### config.mk
export PLATFORM = sky130hd
export DESIGN_NAME = mmio_uart_tx
export DESIGN_NICKNAME = d
export VERILOG_FILES = /design/src/rtl/uart_pkg.sv /design/src/rtl/mmio_uart_tx_sync_fifo.sv /design/src/rtl/mmio_uart_tx.sv
export SDC_FILE = /design/constraint.sdc
export NUM_CORES = 1
export LEC_CHECK = 0
export CORE_ASPECT_RATIO = 0.75
export CORE_MARGIN = 2
export CORE_UTILIZATION = 35
export CTS_BUF_LIST = sky130_fd_sc_hd__clkbuf_2 sky130_fd_sc_hd__clkbuf_4 sky130_fd_sc_hd__clkbuf_8
export DETAILED_ROUTE_END_ITERATION = 6
export HOLD_SLACK_MARGIN = 0.06
export MAX_ROUTING_LAYER = met4
export PLACE_DENSITY_LB_ADDON = 0.1
export SLEW_MARGIN = 20
export SYNTH_ARGS = -nofsm -noshare
export SYNTH_HDL_FRONTEND = slang
export SYNTH_SLANG_ARGS = --single-unit
### constraint.sdc
create_clock -name clk -period 3.9 [get_ports clk]
set_input_delay 1.17 -clock clk [delete_from_list [all_inputs] [get_ports clk]]
set_output_delay 1.17 -clock clk [all_outputs]
set_load 0.02 [all_outputs]
### src/rtl/uart_pkg.sv
// uart_pkg: register map, STATUS bit positions and transmitter state encoding
// shared by mmio_uart_tx and its bench-visible register view.
`timescale 1ns/1ps
`default_nettype none

package uart_pkg;

  localparam logic [3:0] OFF_TXDATA  = 4'h0;
  localparam logic [3:0] OFF_STATUS  = 4'h4;
  localparam logic [3:0] OFF_BAUDDIV = 4'h8;

  localparam int STAT_BUSY    = 0;
  localparam int STAT_FULL    = 1;
  localparam int STAT_EMPTY   = 2;
  localparam int STAT_OVF     = 3;
  localparam int STAT_CNT_LSB = 4;
  localparam int STAT_PARITY  = 8;

  typedef enum logic [2:0] {
    IDLE   = 3'd0,
    START  = 3'd1,
    DATA   = 3'd2,
    PARITY = 3'd3,
    STOP   = 3'd4
  } tx_state_e;

endpackage

`default_nettype wire

### src/rtl/mmio_uart_tx_sync_fifo.sv
// sync_fifo: single-clock FIFO with combinational read port; push and pop
// may both be accepted on one edge, including a push while full.
`timescale 1ns/1ps
`default_nettype none

module sync_fifo #(
  parameter int WIDTH = 8,
  parameter int DEPTH = 8
) (
  input  logic                     clk,
  input  logic                     rst_n,
  input  logic                     push_i,
  input  logic [WIDTH-1:0]         wdata_i,
  input  logic                     pop_i,
  output logic [WIDTH-1:0]         rdata_o,
  output logic                     full_o,
  output logic                     empty_o,
  output logic [$clog2(DEPTH):0]   count_o
);

  localparam int AW = $clog2(DEPTH);

  logic [WIDTH-1:0] mem_q [DEPTH];
  logic [AW-1:0]    wptr_q;
  logic [AW-1:0]    rptr_q;
  logic [AW:0]      count_q;
  logic             do_push;
  logic             do_pop;

  assign empty_o = (count_q == '0);
  assign full_o  = (count_q == (AW+1)'(DEPTH));
  assign count_o = count_q;
  assign rdata_o = mem_q[rptr_q];

  assign do_pop  = pop_i && !empty_o;
  // A pop on the same edge frees the slot a full FIFO needs for the push.
  assign do_push = push_i && (!full_o || do_pop);

  always_ff @(posedge clk or negedge rst_n) begin
    if (!rst_n) begin
      wptr_q  <= '0;
      rptr_q  <= '0;
      count_q <= '0;
    end else begin
      if (do_push) wptr_q <= wptr_q + AW'(1);
      if (do_pop)  rptr_q <= rptr_q + AW'(1);
      if (do_push && !do_pop)      count_q <= count_q + (AW+1)'(1);
      else if (do_pop && !do_push) count_q <= count_q - (AW+1)'(1);
    end
  end

  always_ff @(posedge clk) begin
    if (do_push) mem_q[wptr_q] <= wdata_i;
  end

endmodule

`default_nettype wire

### src/rtl/mmio_uart_tx.sv
// mmio_uart_tx: memory-mapped 8N1 UART transmitter with TX FIFO and baud divisor.
// Optional even-parity bit when UART_TX_PARITY_EN is defined.
`timescale 1ns/1ps
`default_nettype none

module mmio_uart_tx
  import uart_pkg::*;
#(
  parameter logic [31:0] BASE_ADDR  = 32'h0000_1000,
  parameter int          FIFO_DEPTH = 8,
  parameter logic [15:0] DIV_RESET  = 16'd433
) (
  input  logic        clk,
  input  logic        reset,
  input  logic        MemWrite,
  input  logic [31:0] Mem_WrAddr,
  input  logic [31:0] Mem_WrData,
  output logic [31:0] ReadData,
  output logic        hit,
  output logic        tx,
  output logic        irq
);

  localparam int CW = $clog2(FIFO_DEPTH) + 1;

  logic [3:0]    offset;
  logic          wr_txdata, wr_status, wr_baud;
  logic          fifo_full, fifo_empty, pop;
  logic [7:0]    fifo_rdata;
  logic [CW-1:0] fifo_count;
  logic [31:0]   cnt_wide;
  logic [3:0]    cnt_sat;
  logic [31:0]   status;
  logic          unused_bits;

  logic          ovf_q;
  logic [15:0]   baud_q;
  tx_state_e     state_q, state_d;
  logic [15:0]   timer_q, timer_d;
  logic [15:0]   div_q, div_d;
  logic [7:0]    shift_q, shift_d;
  logic [2:0]    bitcnt_q, bitcnt_d;
  logic          tx_q, tx_d;
  logic          irq_q;
  logic          bit_end, load;
`ifdef UART_TX_PARITY_EN
  logic          par_q, par_d;
`endif

  assign hit       = (Mem_WrAddr[31:4] == BASE_ADDR[31:4]);
  assign offset    = {Mem_WrAddr[3:2], 2'b00};
  assign wr_txdata = MemWrite && hit && (offset == OFF_TXDATA);
  assign wr_status = MemWrite && hit && (offset == OFF_STATUS);
  assign wr_baud   = MemWrite && hit && (offset == OFF_BAUDDIV);
  assign unused_bits = ^{Mem_WrAddr[1:0], Mem_WrData[31:16]};

  sync_fifo #(
    .WIDTH (8),
    .DEPTH (FIFO_DEPTH)
  ) u_fifo (
    .clk     (clk),
    .rst_n   (reset),
    .push_i  (wr_txdata),
    .wdata_i (Mem_WrData[7:0]),
    .pop_i   (pop),
    .rdata_o (fifo_rdata),
    .full_o  (fifo_full),
    .empty_o (fifo_empty),
    .count_o (fifo_count)
  );

  assign cnt_wide = 32'(fifo_count);
  assign cnt_sat  = (cnt_wide > 32'd15) ? 4'hF : cnt_wide[3:0];

  always_comb begin
    status                          = '0;
    status[STAT_BUSY]               = (state_q != IDLE);
    status[STAT_FULL]               = fifo_full;
    status[STAT_EMPTY]              = fifo_empty;
    status[STAT_OVF]                = ovf_q;
    status[STAT_CNT_LSB +: 4]       = cnt_sat;
`ifdef UART_TX_PARITY_EN
    status[STAT_PARITY]             = 1'b1;
`endif
  end

  always_comb begin
    ReadData = '0;
    if (hit) begin
      case (offset)
        OFF_STATUS:  ReadData = status;
        OFF_BAUDDIV: ReadData = {16'h0000, baud_q};
        default:     ReadData = '0;
      endcase
    end
  end

  always_ff @(posedge clk or negedge reset) begin
    if (!reset) begin
      ovf_q  <= 1'b0;
      baud_q <= DIV_RESET;
    end else begin
      if (wr_txdata && fifo_full && !pop) ovf_q <= 1'b1;
      else if (wr_status && Mem_WrData[STAT_OVF]) ovf_q <= 1'b0;
      if (wr_baud) baud_q <= Mem_WrData[15:0];
    end
  end

  assign bit_end = (timer_q == div_q);

  always_comb begin
    state_d  = state_q;
    timer_d  = timer_q;
    div_d    = div_q;
    shift_d  = shift_q;
    bitcnt_d = bitcnt_q;
    load     = 1'b0;
    pop      = 1'b0;
`ifdef UART_TX_PARITY_EN
    par_d    = par_q;
`endif
    if (state_q != IDLE) timer_d = bit_end ? 16'd0 : timer_q + 16'd1;
    case (state_q)
      IDLE:  load = !fifo_empty;
      START: if (bit_end) begin
        state_d  = DATA;
        bitcnt_d = 3'd0;
      end
      DATA: if (bit_end) begin
        if (bitcnt_q == 3'd7) begin
`ifdef UART_TX_PARITY_EN
          state_d = PARITY;
`else
          state_d = STOP;
`endif
        end else begin
          shift_d  = {1'b0, shift_q[7:1]};
          bitcnt_d = bitcnt_q + 3'd1;
        end
      end
`ifdef UART_TX_PARITY_EN
      PARITY: if (bit_end) state_d = STOP;
`endif
      STOP: if (bit_end) begin
        if (!fifo_empty) load = 1'b1;
        else             state_d = IDLE;
      end
      default: state_d = IDLE;
    endcase
    // The divisor is captured per frame so BAUDDIV writes only affect later frames.
    if (load) begin
      pop     = 1'b1;
      state_d = START;
      timer_d = 16'd0;
      div_d   = baud_q;
      shift_d = fifo_rdata;
`ifdef UART_TX_PARITY_EN
      par_d   = ^fifo_rdata;
`endif
    end
    case (state_d)
      START:   tx_d = 1'b0;
      DATA:    tx_d = shift_d[0];
`ifdef UART_TX_PARITY_EN
      PARITY:  tx_d = par_d;
`endif
      default: tx_d = 1'b1;
    endcase
  end

  always_ff @(posedge clk or negedge reset) begin
    if (!reset) begin
      state_q  <= IDLE;
      timer_q  <= '0;
      div_q    <= '0;
      shift_q  <= '0;
      bitcnt_q <= '0;
      tx_q     <= 1'b1;
      irq_q    <= 1'b1;
`ifdef UART_TX_PARITY_EN
      par_q    <= 1'b0;
`endif
    end else begin
      state_q  <= state_d;
      timer_q  <= timer_d;
      div_q    <= div_d;
      shift_q  <= shift_d;
      bitcnt_q <= bitcnt_d;
      tx_q     <= tx_d;
      irq_q    <= (state_q == IDLE) && fifo_empty;
`ifdef UART_TX_PARITY_EN
      par_q    <= par_d;
`endif
    end
  end

  assign tx  = tx_q;
  assign irq = irq_q;

endmodule

`default_nettype wire

# After elaboration in Yosys (flattened, before gate mapping)
# Memories as Yosys holds them, arrays and structs flattened.
# Index checks and enable logic that the tools add are counted.
[classes]
n_lt_le_gt_ge = 1
addsub = 6
n_mux = 32
eq_ne = 15
n_reduce_logical = 30
[op_table]
columns = ["operator", "n"]
rows = [
  ["two-way mux 16 bit", 4],
  ["two-way mux 8 bit", 4],
  ["case mux 16 bit (2 select lines)", 1],
  ["== test 28 x 9 -> 1 bit (second input constant)", 1],
  ["two-way mux 3 bit", 9],
  ["adder 16 x 1 -> 16 bit (second input constant)", 1],
  ["== test 16 bit", 1],
  ["logical AND 1 bit", 12],
  ["two-way mux 4 bit", 3],
  ["case mux 3 bit (4 select lines)", 1],
  ["nonzero test 2 bit", 6],
  ["adder 3 x 1 -> 3 bit (second input constant)", 3],
  ["zero test 4 bit", 2],
  ["!= test 2 bit (second input constant)", 4],
  ["two-way mux 1 bit", 7],
  ["== test 3 x 1 -> 1 bit (second input constant)", 2],
  ["== test 3 x 2 -> 1 bit (second input constant)", 2],
  ["== test 3 bit (second input constant)", 2],
  ["case mux 3 bit (2 select lines)", 1],
  ["zero test 1 bit", 5],
  ["adder 4 x 1 -> 4 bit (second input constant)", 1],
  ["== test 4 bit (second input constant)", 1],
  ["> comparator 4 bit (second input constant)", 1],
  ["case mux 1 bit (2 select lines)", 2],
  ["8 further kinds", 8],
]
[word_totals]
word_cells = 98
ff_bits = 75
n_memories = 1
mem_bits_rw = 64
[mem_list]
columns = ["memory", "depth", "word_bits", "rd", "rd_clocked_by_memory_dff", "wr", "line_no", "source"]
rows = [
  ["u_fifo.mem_q", 8, 8, 1, 0, 1, "mmio_uart_tx_sync_fifo.sv:23", "logic [WIDTH-1:0] mem_q [DEPTH];"],
]

# Logic depth before layout (Yosys ltp)
# Gate-level depths: netlist of the first run.
[depth]
ltp_word = 12
ltp_mapped = 13
depth_no_buf = 13

# Cells and area by module
# Synthesis of the first run repeated with hierarchy kept, for this count alone.
[unflattened]
hier_cells = 479
hier_area_um2 = 6632.6
[modules_own_cells]
columns = ["mod", "area_each_um2", "cells_per_inst", "instances"]
rows = [
  ["mmio_uart_tx", 3569.7, 323, 1],
  ["sync_fifo", 3062.9, 156, 1],
]

# Least setup slack after synthesis of the first run
# Ideal clock, no wire load.
[synth_timing]
kind = "in2out"
startpoint = "input port Mem_WrAddr[13]"
endpoint = "output port ReadData[0]"
t_arrival_ns = 2.730
n_path_buf = 1
slack_ns = 0.000
required_time_ns = 2.730
path_stages = 6
cell_sequence = "nor4b_1 -> nand4_1 -> nor2_1 -> clkbuf_1 -> nand2_1 -> nor2_1"
[synth_between]
elab_chain_cells = 2
[synth_rtl]
columns = ["element", "line_no", "source"]
rows = [
  ["from (decl)", "mmio_uart_tx.sv:16", "input logic [31:0] Mem_WrAddr,"],
  ["== test 28 x 9 -> 1 bit", "mmio_uart_tx.sv:50", "assign hit = (Mem_WrAddr[31:4] == BASE_ADDR[31:4]);"],
  ["net hit", "mmio_uart_tx.sv:19", "output logic hit,"],
  ["two-way mux 16 bit", "mmio_uart_tx.sv:89", "if (hit) begin"],
  ["to (decl)", "mmio_uart_tx.sv:18", "output logic [31:0] ReadData,"],
]
# The timed path passes the listed nets, and every way through them passes these cells.

# Final worst setup path of the first run
[layout_timing]
startpoint = "input port Mem_WrAddr[14]"
endpoint = "output port ReadData[3]"
[layout_between]
elab_chain_cells = 2
[layout_rtl]
columns = ["element", "line_no"]
rows = [
  ["== test 28 x 9 -> 1 bit", "mmio_uart_tx.sv:50"],
  ["two-way mux 16 bit", "mmio_uart_tx.sv:89"],
]
# No other way between the ends.

==> impl_metrics.csv, run 1 <==
group,metric,value,unit
outcome,status,"finished, violations left",
outcome,violations,"DRC",
placed_design,placement.io_buffers,67,
power,p_leak,3.327,nW
route,ant_nets,0,
synth,syn_inst,490,
synth,synth-edff-count,64,
power,pwr_density_cell,402.9,nW/um2
floorplan,row_count,43,
route,wl_per_cell,18.52,um
power,finalPower,3.331,mW
floorplan,dieWidth,162.4,um
synth,ys_async_sr_fraction,53.96,%
synth,yosys_warnings,0,
cts,cts.sinks,139,
timing,worst_pin_slew,798.4,ps
critical_path,crit_arrival,2730,ps
cts,clk_latency,450,ps
route,drt_pre_antenna_iters,7,
grt,grt_pass1_vias,4329,
power,netSwitchingPower,0.8724,mW
grt,grt_max_degree,76,
route,routed_wirelength,15.71,mm
critical_path,reg2regPathDepth,13,
route,met3_wirelength,676,um
timing,finalCritPeriodShare,99.88,%
power,clockPowerShare,36.4,%
layout,final_cell_mix,"dfrtp_1 (67), edfxtp_1 (64), buf_4 (38)",
timing,setup_violations,0,
hold_path,hold_class,"reg2reg",
power,power.share.sequential,50.5,%
layout,final_core_utilization,44.80,%
cts,clockRootBuffer,"clkbuf_8",
cts,htreeDepth,4,
synth,ys_seq_elements,139,
timing,hold_viol,0,
grt,grt_use_total,17.07,%
synth,avgSynthCellArea,13.44,um2
layout,area_delta_synth_final,25.56,%
grt,grt-ovfl-total,0,
timing,maxSlewViolCount,0,
route,routed-via-count,4336,
critical_path,r2r_start,"timer_q[2]",
floorplan,core_area,18450,um2
hold_path,whs_endpoint,"shift_q[2]",
timing,tns,0,ps
power,power_frac_comb,13.1,%
layout,nNetsFinal,667,
grt,grt_pass1_wl,24.37,mm
floorplan,io-pin-count,102,
hold_path,min_path_cells,2,
critical_path,required,2730,ps
grt,grt_antenna_before_repair,0,
timing,fin_skew,13.41,ps
route,maxUsedRoutingLayer,"met4",
layout,fin_cells,848,
cts,clkSlewWorstSetupHoldPaths,80,ps
floorplan,die_h,122.8,um
critical_path,worst-r2r-setup-slack,590,ps
route,avgViaCountPerCell,5.113,
placed_design,dp_hpwl,10.53,mm
placed_design,dp_cells,812,
critical_path,reg2reg_to,"u_fifo.count_o[3]",
critical_path,crit_type,"in2out",
layout,drive_gt1_share,28.79,%
power,p_int,2.459,mW
timing,min_period,3895,ps
layout,final_common_cell,"dfrtp_1",
synth,ys.flop_type,"dfrtp_1",
hold_path,hold_path_startpoint,"shift_q[3]",
synth,seq_area_frac_synth,57.82,%
cts,cts_tree,"done",
critical_path,cp_max_fo,8,
layout,antennaDiodeCount,0,
cts,clockBufferDepth,2,
critical_path,cp-start-kind,"input pin",
timing,slew_headroom,46.78,%
timing,holdWs,512.3,ps
synth,ys_types,53,
job,max-cap-violations,0,
floorplan,start_util,35.68,%
synth,netlist_area,6585,um2
route,drt_iter0_markers,152,
critical_path,end_kind,"output pin",
placed_design,place_congestion,0.7654,
route,wl_met2,6.792,mm
route,routedLengthMet1,8.102,mm
power,switching_share,26.19,%
power,peakVddDrop,208.0,uV
cts,cts_buffers,17,
timing,fmax,256.7,MHz
route,drc,3,
floorplan,fp.dieArea,19940,um2
## state kept, by name, indices dropped and copies added (netlist names), 4 cells and up
| signal | count |
|---|---|
| u_fifo.mem_q | 64 |
| baud_q | 16 |
| div_q | 16 |
| timer_q | 16 |
| shift_q | 8 |
| u_fifo.count_o | 4 |
## through the flow
| stage | setup slack [ps] | instance area (um2) |
|---|---|---|
| floorplan | 176.0 | 6643 |
| global placement | -569.8 | 7682 |
| detailed placement | -605.8 | 7682 |
| CTS | 1.537 | 8048 |
| global route | -60.80 | 8268 |
| finish | 4.871 | 8268 |
## what timing repair did
action                                  4_1_cts  5_1_grt
resized for setup                            73       56
buffers inserted                              2        0
pin swaps                                     3       11
cloned                                        0        1
endpoints found under the setup margin       17       18
hold buffers                                  0        0
## layout make-up
type                    instances  area (um2)
clock buffers                  17       234.0
inverters                      16       60.06
repair buffers                100       985.9
clock inverters                15       172.7
flip-flops and latches        139        3809
fillers                      1692       10190
multi-input cells             314        2698
well taps                     247       309.0
## power by group through the flow
stage / Sequential [mW] / Combinational, mW / Clock, mW
after global routing: 1.70 / 0.475 / 1.32
after CTS: 1.68 / 0.436 / 1.25
after floorplan: 1.64 / 0.328 / 0
after detailed placement: 1.72 / 0.433 / 0
after global placement: 1.71 / 0.426 / 0
final: 1.68 / 0.436 / 1.21
## kinds of logic (layout without fill, tap and decap cells)
| group | after synthesis | count (layout) | synth area share (%) |
|---|---|---|---|
| flops | 139 | 139 | 57.82 |
| simple gates | 131 | 131 | 10.96 |
| mux | 64 | 64 | 14.06 |
| compound gates | 62 | 62 | 6.745 |
| buf+inv | 52 | 148 | 4.104 |
| xor+xnor | 29 | 29 | 3.857 |
| fa+ha+maj | 12 | 12 | 2.394 |
| other cells | 1 | 16 | 0.05695 |
## layer usage
layer  GRT usage (%)  up-vias
met1           25.02     2181
met4           4.314        0
met3           4.292        8
met5               -        -
met2           23.59      119
li1                -     2028
## worst max-delay path, stage by stage
cell and delay, ps:
clkdlybuf4s50_1 430, nor4_2 160, nand4_1 220, nor2_4 260
nand2_4 130, nor2_1 160, buf_2 190
## Yosys cell counts (all sizes together), types with 11 or more instances
library cell / n / share of area, %
dfrtp: 68 / 26
edfxtp: 64 / 29
mux2: 38 / 7.1
buf: 26 / 2.6
xnor2: 24 / 3.2
nand2: 21 / 1.2
nand3: 21 / 1.8
nor2: 21 / 1.2
inv: 16 / 0.91
mux4: 16 / 5.5
nor4: 13 / 1.2
o21ai: 13 / 0.99
a31oi: 11 / 1.0
and3: 11 / 1.0
ha: 11 / 2.1
## how the worst max path moves through the flow
| stage | startpoint | endpoint | slack, ps | cells after the start |
|---|---|---|---|---|
| 6_report | Mem_WrAddr[14] | ReadData[3] | 5 | 7 |
| 2_1_floorplan | Mem_WrAddr[13] | ReadData[0] | 180 | 6 |
| 3_3_place_gp | Mem_WrAddr[13] | ReadData[4] | -570 | 7 |
| 4_1_cts | Mem_WrAddr[30] | hit | 2 | 6 |
| 5_1_grt | Mem_WrAddr[14] | ReadData[4] | -60 | 7 |
| 3_5_place_dp | Mem_WrAddr[13] | ReadData[7] | -610 | 7 |
Note: power is estimated with default switching activity, not from simulation.
==> run 2, diff against run 1 <==
CORE_MARGIN = 4   (was 2)
PLACE_DENSITY_LB_ADDON = 0.25   (was 0.1)
==> run 2 against run 1 <==
Compared with the run above:
- the flow now finishes without violations
- fmax increased by 0.90%
- cell count decreased by 0.24%
- cell area decreased by 0.98%
- register-to-register slack about the same
- combinational power decreased by 3%
- critical path type unchanged
- routed wire length decreased by 7.9%
- via count about the same
- global-route usage decreased by 2.8 points
- largest cell class unchanged
- die area increased by 5.8%
- non-clock buffer count decreased by 2
- utilization decreased by 0.57 points
- sequential power about the same
==> impl_metrics.csv, run 2 (same netlist as run 1, synthesis figures left out) <==
group,metric,value,unit
critical_path,end_kind,"output pin",
floorplan,fp.dieArea,21100,um2
timing,maxSlewViolCount,0,
layout,final_core_utilization,44.23,%
cts,cts.sinks,139,
cts,cts_hold_buf,0,
cts,clk_latency,430,ps
route,drt_iter0_markers,360,
timing,holdWs,501.1,ps
hold_path,hold_class,"reg2reg",
critical_path,crit_arrival,2690,ps
floorplan,die_h,126.8,um
grt,grt_pass1_wl,23.04,mm
layout,nNetsFinal,665,
cts,cts_tree,"done",
route,routed-via-count,4334,
layout,area_delta_synth_final,24.32,%
route,drc,0,
floorplan,start_util,35.58,%
timing,fin_ws,39.63,ps
placed_design,dp_hpwl,10.10,mm
floorplan,row_count,43,
route,routed_wirelength,14.47,mm
layout,largest_reg_flops,64,
outcome,status,"finished clean",
layout,regMostFlops,"u_fifo.mem_q",
timing,min_period,3860,ps
power,peakVddDrop,177.7,uV
placed_design,pre_cts_ws,-551.7,ps
timing,slew_headroom,36.93,%
layout,final_cell_mix,"dfrtp_1 (67), edfxtp_1 (64), buf_4 (33)",
route,ant_nets,0,
power,finalPower,3.359,mW
timing,hold_viol,0,
grt,grt_pass1_vias,4358,
critical_path,crit_type,"in2out",
layout,final_common_cell,"dfrtp_1",
layout,drive_gt1_share,26.54,%
cts,clockRootBuffer,"clkbuf_8",
timing,fmax,259.0,MHz
timing,fin_skew,9.533,ps
critical_path,cp-start-kind,"input pin",
job,max-cap-violations,0,
floorplan,io-pin-count,102,
route,drt_pre_antenna_iters,5,
grt,grt-ovfl-total,0,
critical_path,cp_max_fo,5,
grt,grt_antenna_before_repair,0,
power,p_leak,3.311,nW
cts,cts_buffers,17,
layout,antennaDiodeCount,0,
cts,clkSlewWorstSetupHoldPaths,70,ps
floorplan,core_area,18510,um2
route,wl_per_cell,17.11,um
timing,worst_pin_slew,946.1,ps
route,avgViaCountPerCell,5.123,
timing,finalCritPeriodShare,98.98,%
floorplan,dieWidth,166.4,um
critical_path,required,2730,ps
grt,grt_use_total,14.23,%
grt,grt_max_degree,76,
placed_design,place_congestion,0.8102,
placed_design,placement.io_buffers,67,
power,pwr_density_cell,410.3,nW/um2
timing,setup_violations,0,
cts,htreeDepth,4,
cts,clockBufferDepth,2,
==> run 2: changes by cell type in the layout (fill, tap and decap cells not counted), sizes merged <==
cell,previous run,this run
clkbuf,18,21
buf,50,48
clkinv,7,5
inv,18,16
bufinv,3,4
clkdlybuf4s50,27,28
dlymetal6s2s,22,21
==> run 2: final timing paths <==
| path | slack (ps) | from | endpoint | cells after the start |
|---|---|---|---|---|
| worst max-delay path | 40 | Mem_WrAddr[29] | ReadData[9] | 7 |
| worst min-delay path | 500 | state_q[0] | state_q[2] | 1 |
| worst max register to register | 590 | timer_q[6] | u_fifo.count_o[3] | 13 |
| worst min register to register | 500 | state_q[0] | state_q[2] | 1 |
| max in group asynchronous | 2350 | reset | u_fifo.rptr_q[0] | 1 |
| min in group asynchronous | 890 | reset | timer_q[8] | 1 |
==> run 2: layer usage <==
layer	vias up	share of wire [%]	global-route usage, %
li1	2012	-	-
met1	2155	48	19.87
met2	153	46	21.19
met3	14	5.5	2.960
met4	0	1.1	4.089
met5	-	0	-
==> run 2: timing repair <==
action,CTS,global route
setup endpoints to repair,17,17
hold endpoints to repair,0,0
gates resized for setup,70,48
buffers inserted,0,2
gates cloned,0,1
pin swaps,3,13
==> run 2: final cells by class <==
class,instances,area [um2]
tap,247,309.0
fill,1677,10320
timing repair buffer,98,944.7
sequential,139,3809
inverter,16,60.06
clock buffer,20,256.5
multi-input combinational,314,2634
clock inverter,12,173.9
==> run 2: through the flow <==
stage | cells | setup TNS (ps) | cell area (um2)
after floorplan | 505 | 0 | 6643
after global placement | 811 | -8771 | 7650
after detailed placement | 811 | -9084 | 7650
after CTS | 843 | 0 | 8015
after global routing | 846 | -263.6 | 8187
final | 846 | 0 | 8187
==> run 2: power breakdown <==
group          total, mW  internal (mW)  switching, mW  leakage [nW]
logic              0.421          0.253          0.169          1.56
clock network       1.25          0.715          0.539         0.211
registers           1.68           1.57          0.111          1.54
total               3.36           2.54          0.819          3.31
==> run 2: critical path: stages <==
cell and delay (ps):
clkdlybuf4s50_1 400, nor4_1 240, nand3_1 210, nor2_4 220, buf_6 150, and3_4 180, buf_6 110
==> run 3, diff against run 2 <==
CORE_ASPECT_RATIO = 1.2   (was 0.75)
SYNTH_HIERARCHICAL = 1   (was unset)
==> run 3 against run 2 <==
Compared with the run above:
- fmax grew 0.27%
- register-to-register slack gained 120 ps
- worst hold slack gained 12 ps
- clock power shrank 13%
- worst setup slack gained 10 ps
- area after synthesis grew 0.72%
- utilization shrank 0.55 points
- die area grew 0.62%
- via count shrank 2.5%
==> impl_metrics.csv, run 3 <==
group,metric,value,unit
critical_path,worst-r2r-setup-slack,710,ps
layout,area_delta_synth_final,21.03,%
timing,holdWs,513.0,ps
timing,tns,0,ps
cts,clockBufferDepth,2,
synth,syn_inst,479,
hold_path,min_path_cells,1,
timing,rsz0062_at_grt,"true",
hold_path,hold_class,"reg2reg",
timing,fmax,259.7,MHz
timing,slew_headroom,35.48,%
synth,ys_seq_elements,139,
layout,final_common_cell,"dfrtp_1",
synth,synth-simple-area-share,10.28,%
layout,final_cell_mix,"dfrtp_1 (68), edfxtp_1 (64), buf_4 (31)",
critical_path,crit_arrival,2680,ps
layout,antennaDiodeCount,0,
route,ant_nets,0,
layout,drive_gt1_share,27.16,%
layout,largest_reg_flops,64,
grt,grt-ovfl-total,0,
synth,ys_async_sr_fraction,53.96,%
floorplan,dieWidth,133.7,um
critical_path,r2r_start,"timer_q[2]",
synth,synthMuxAreaShare,13.11,%
timing,worst_pin_slew,967.7,ps
synth,seq_area_frac_synth,57.40,%
synth,yosys.area.top_type,"edfxtp_1",
cts,cts.sinks,139,
placed_design,place_congestion,0.8073,
timing,hold_viol,0,
power,p_leak,3.334,nW
placed_design,dp_hpwl,10.12,mm
job,max-cap-violations,0,
layout,final_core_utilization,43.68,%
synth,synthAdderAreaFrac,2.377,%
critical_path,required,2730,ps
critical_path,crit_type,"in2out",
synth,yosys_warnings,6,
floorplan,start_util,36.09,%
route,routed_wirelength,14.29,mm
synth,synth_top_family_by_area,"multiplexers",
layout,fin_cells,841,
critical_path,cp_max_fo,3,
cts,cts_hold_buf,0,
route,drc,0,
hold_path,whs_endpoint,"div_q[0]",
timing,maxSlewViolCount,0,
cts,cts_tree,"done",
grt,grt_antenna_before_repair,0,
cts,cts_buffers,17,
synth,synth_compound_area_share,7.112,%
floorplan,io-pin-count,102,
grt,grt_use_total,14.46,%
synth,netlist_area,6633,um2
critical_path,end_kind,"output pin",
grt,grt_pass1_vias,4589,
layout,regMostFlops,"u_fifo/mem_q",
cts,htreeDepth,4,
synth,synth_most_common_cell,"dfrtp_1",
route,avgViaCountPerCell,5.024,
floorplan,core_area,18380,um2
route,wl_per_cell,17.00,um
route,drt_iter0_markers,222,
synth,ys_top_cells_by_area,"edfxtp_1 (29%), dfrtp_1 (26%), mux4_2 (5.4%)",
route,routed-via-count,4225,
cts,clkSlewWorstSetupHoldPaths,70,ps
route,drt_pre_antenna_iters,5,
synth,avgSynthCellArea,13.85,um2
power,peakVddDrop,205.1,uV
hold_path,hold_path_startpoint,"div_q[0]",
critical_path,cp-start-kind,"input pin",
floorplan,die_h,158.8,um
synth,ys_types,68,
power,pwr_density_cell,396.8,nW/um2
layout,nNetsFinal,655,
placed_design,dp_cells,804,
grt,grt_pass1_wl,23.54,mm
synth,synth-edff-count,64,
critical_path,reg2regPathDepth,12,
critical_path,reg2reg_to,"u_fifo/count_o[3]",
floorplan,row_count,54,
synth,yosysTopAreaCellShare,28.98,%
placed_design,placement.io_buffers,67,
timing,setup_violations,0,
cts,clk_latency,450,ps
outcome,status,"finished clean",
timing,finalCritPeriodShare,98.72,%
cts,clockRootBuffer,"clkbuf_8",
synth,netlist_top_cells_count,"dfrtp_1 (68), edfxtp_1 (64), nor2_1 (31), xor2_1 (28), mux2_2 (25)",
timing,fin_skew,17.14,ps
synth,synth-xor-area-share,4.867,%
synth,ys.flop_type,"dfrtp_1",
floorplan,fp.dieArea,21230,um2
timing,min_period,3850,ps
grt,grt_max_degree,76,
-- run 3: cell count changes after synthesis, moves of 10 or more --
cell,change
a31oi_1,-11
nand3_1,-10
xor2_1,+23
mux2_1,+18
xnor2_1,-17
nor2_1,+10
-- run 3: critical path, stage by stage --
cell and delay (ps):
clkdlybuf4s50_1 420, nor4_2 210, nand3_2 170, nor3_2 190, buf_2 180, buf_6 100
and2_4 140, buf_6 110
-- run 3: repair_timing --
item,CTS,global route
endpoints found under the hold margin,0,0
endpoints found under the setup margin,17,17
buffers inserted,4,0
pin swaps,9,6
gates cloned,1,0
gates resized for setup,104,16
-- run 3: worst max-delay path by stage --
stage / from / endpoint / slack [ps] / cells past startpoint
after floorplan: Mem_WrAddr[13] / u_fifo/count_o[3] / 110 / 12
after global placement: Mem_WrAddr[13] / ReadData[6] / -530 / 7
after detailed placement: Mem_WrAddr[13] / ReadData[6] / -570 / 7
after CTS: Mem_WrAddr[4] / ReadData[13] / -9 / 8
after global routing: Mem_WrAddr[19] / ReadData[11] / -30 / 8
final: Mem_WrAddr[19] / ReadData[11] / 50 / 8
-- run 3: cell families after synthesis --
kind of cell / Yosys count
xor+xnor: 36
fa+ha+maj: 12
other cells: 1
compound gates: 55
flops: 139
buf+inv: 52
mux: 61
simple gates: 123
-- run 3: routing by layer --
| layer | vias up | wire (um) | global-route usage [%] |
|---|---|---|---|
| li1 | 1953 | - | - |
| met1 | 2127 | 6098 | 17.16 |
| met2 | 121 | 7276 | 24.26 |
| met3 | 24 | 644 | 3.070 |
| met4 | 0 | 274 | 5.285 |
| met5 | - | 0 | - |
-- run 3: through the flow --
stage	instance area, um2	power (mW)	setup WS (ps)
6_report	8028	3.186	50.04
5_1_grt	8028	3.335	-25.00
4_1_cts	7976	3.230	-8.755
3_5_place_dp	7616	2.142	-573.0
3_3_place_gp	7616	2.132	-534.0
2_1_floorplan	6691	1.983	107.0
-- run 3: layout make-up --
type,instances,area [um2]
fill,1710,10350
sequential,139,3807
multi-input combinational,303,2640
timing repair buffer,98,830.8
tap,252,315.3
clock buffer,21,270.3
clock inverter,11,100.1
inverter,17,63.81
-- run 3: power by group --
group	leakage, nW	switching [mW]	internal (mW)	total (mW)
Clock	0.182	0.552	0.540	1.09
Combinational	1.60	0.194	0.245	0.439
Sequential	1.56	0.0873	1.57	1.66
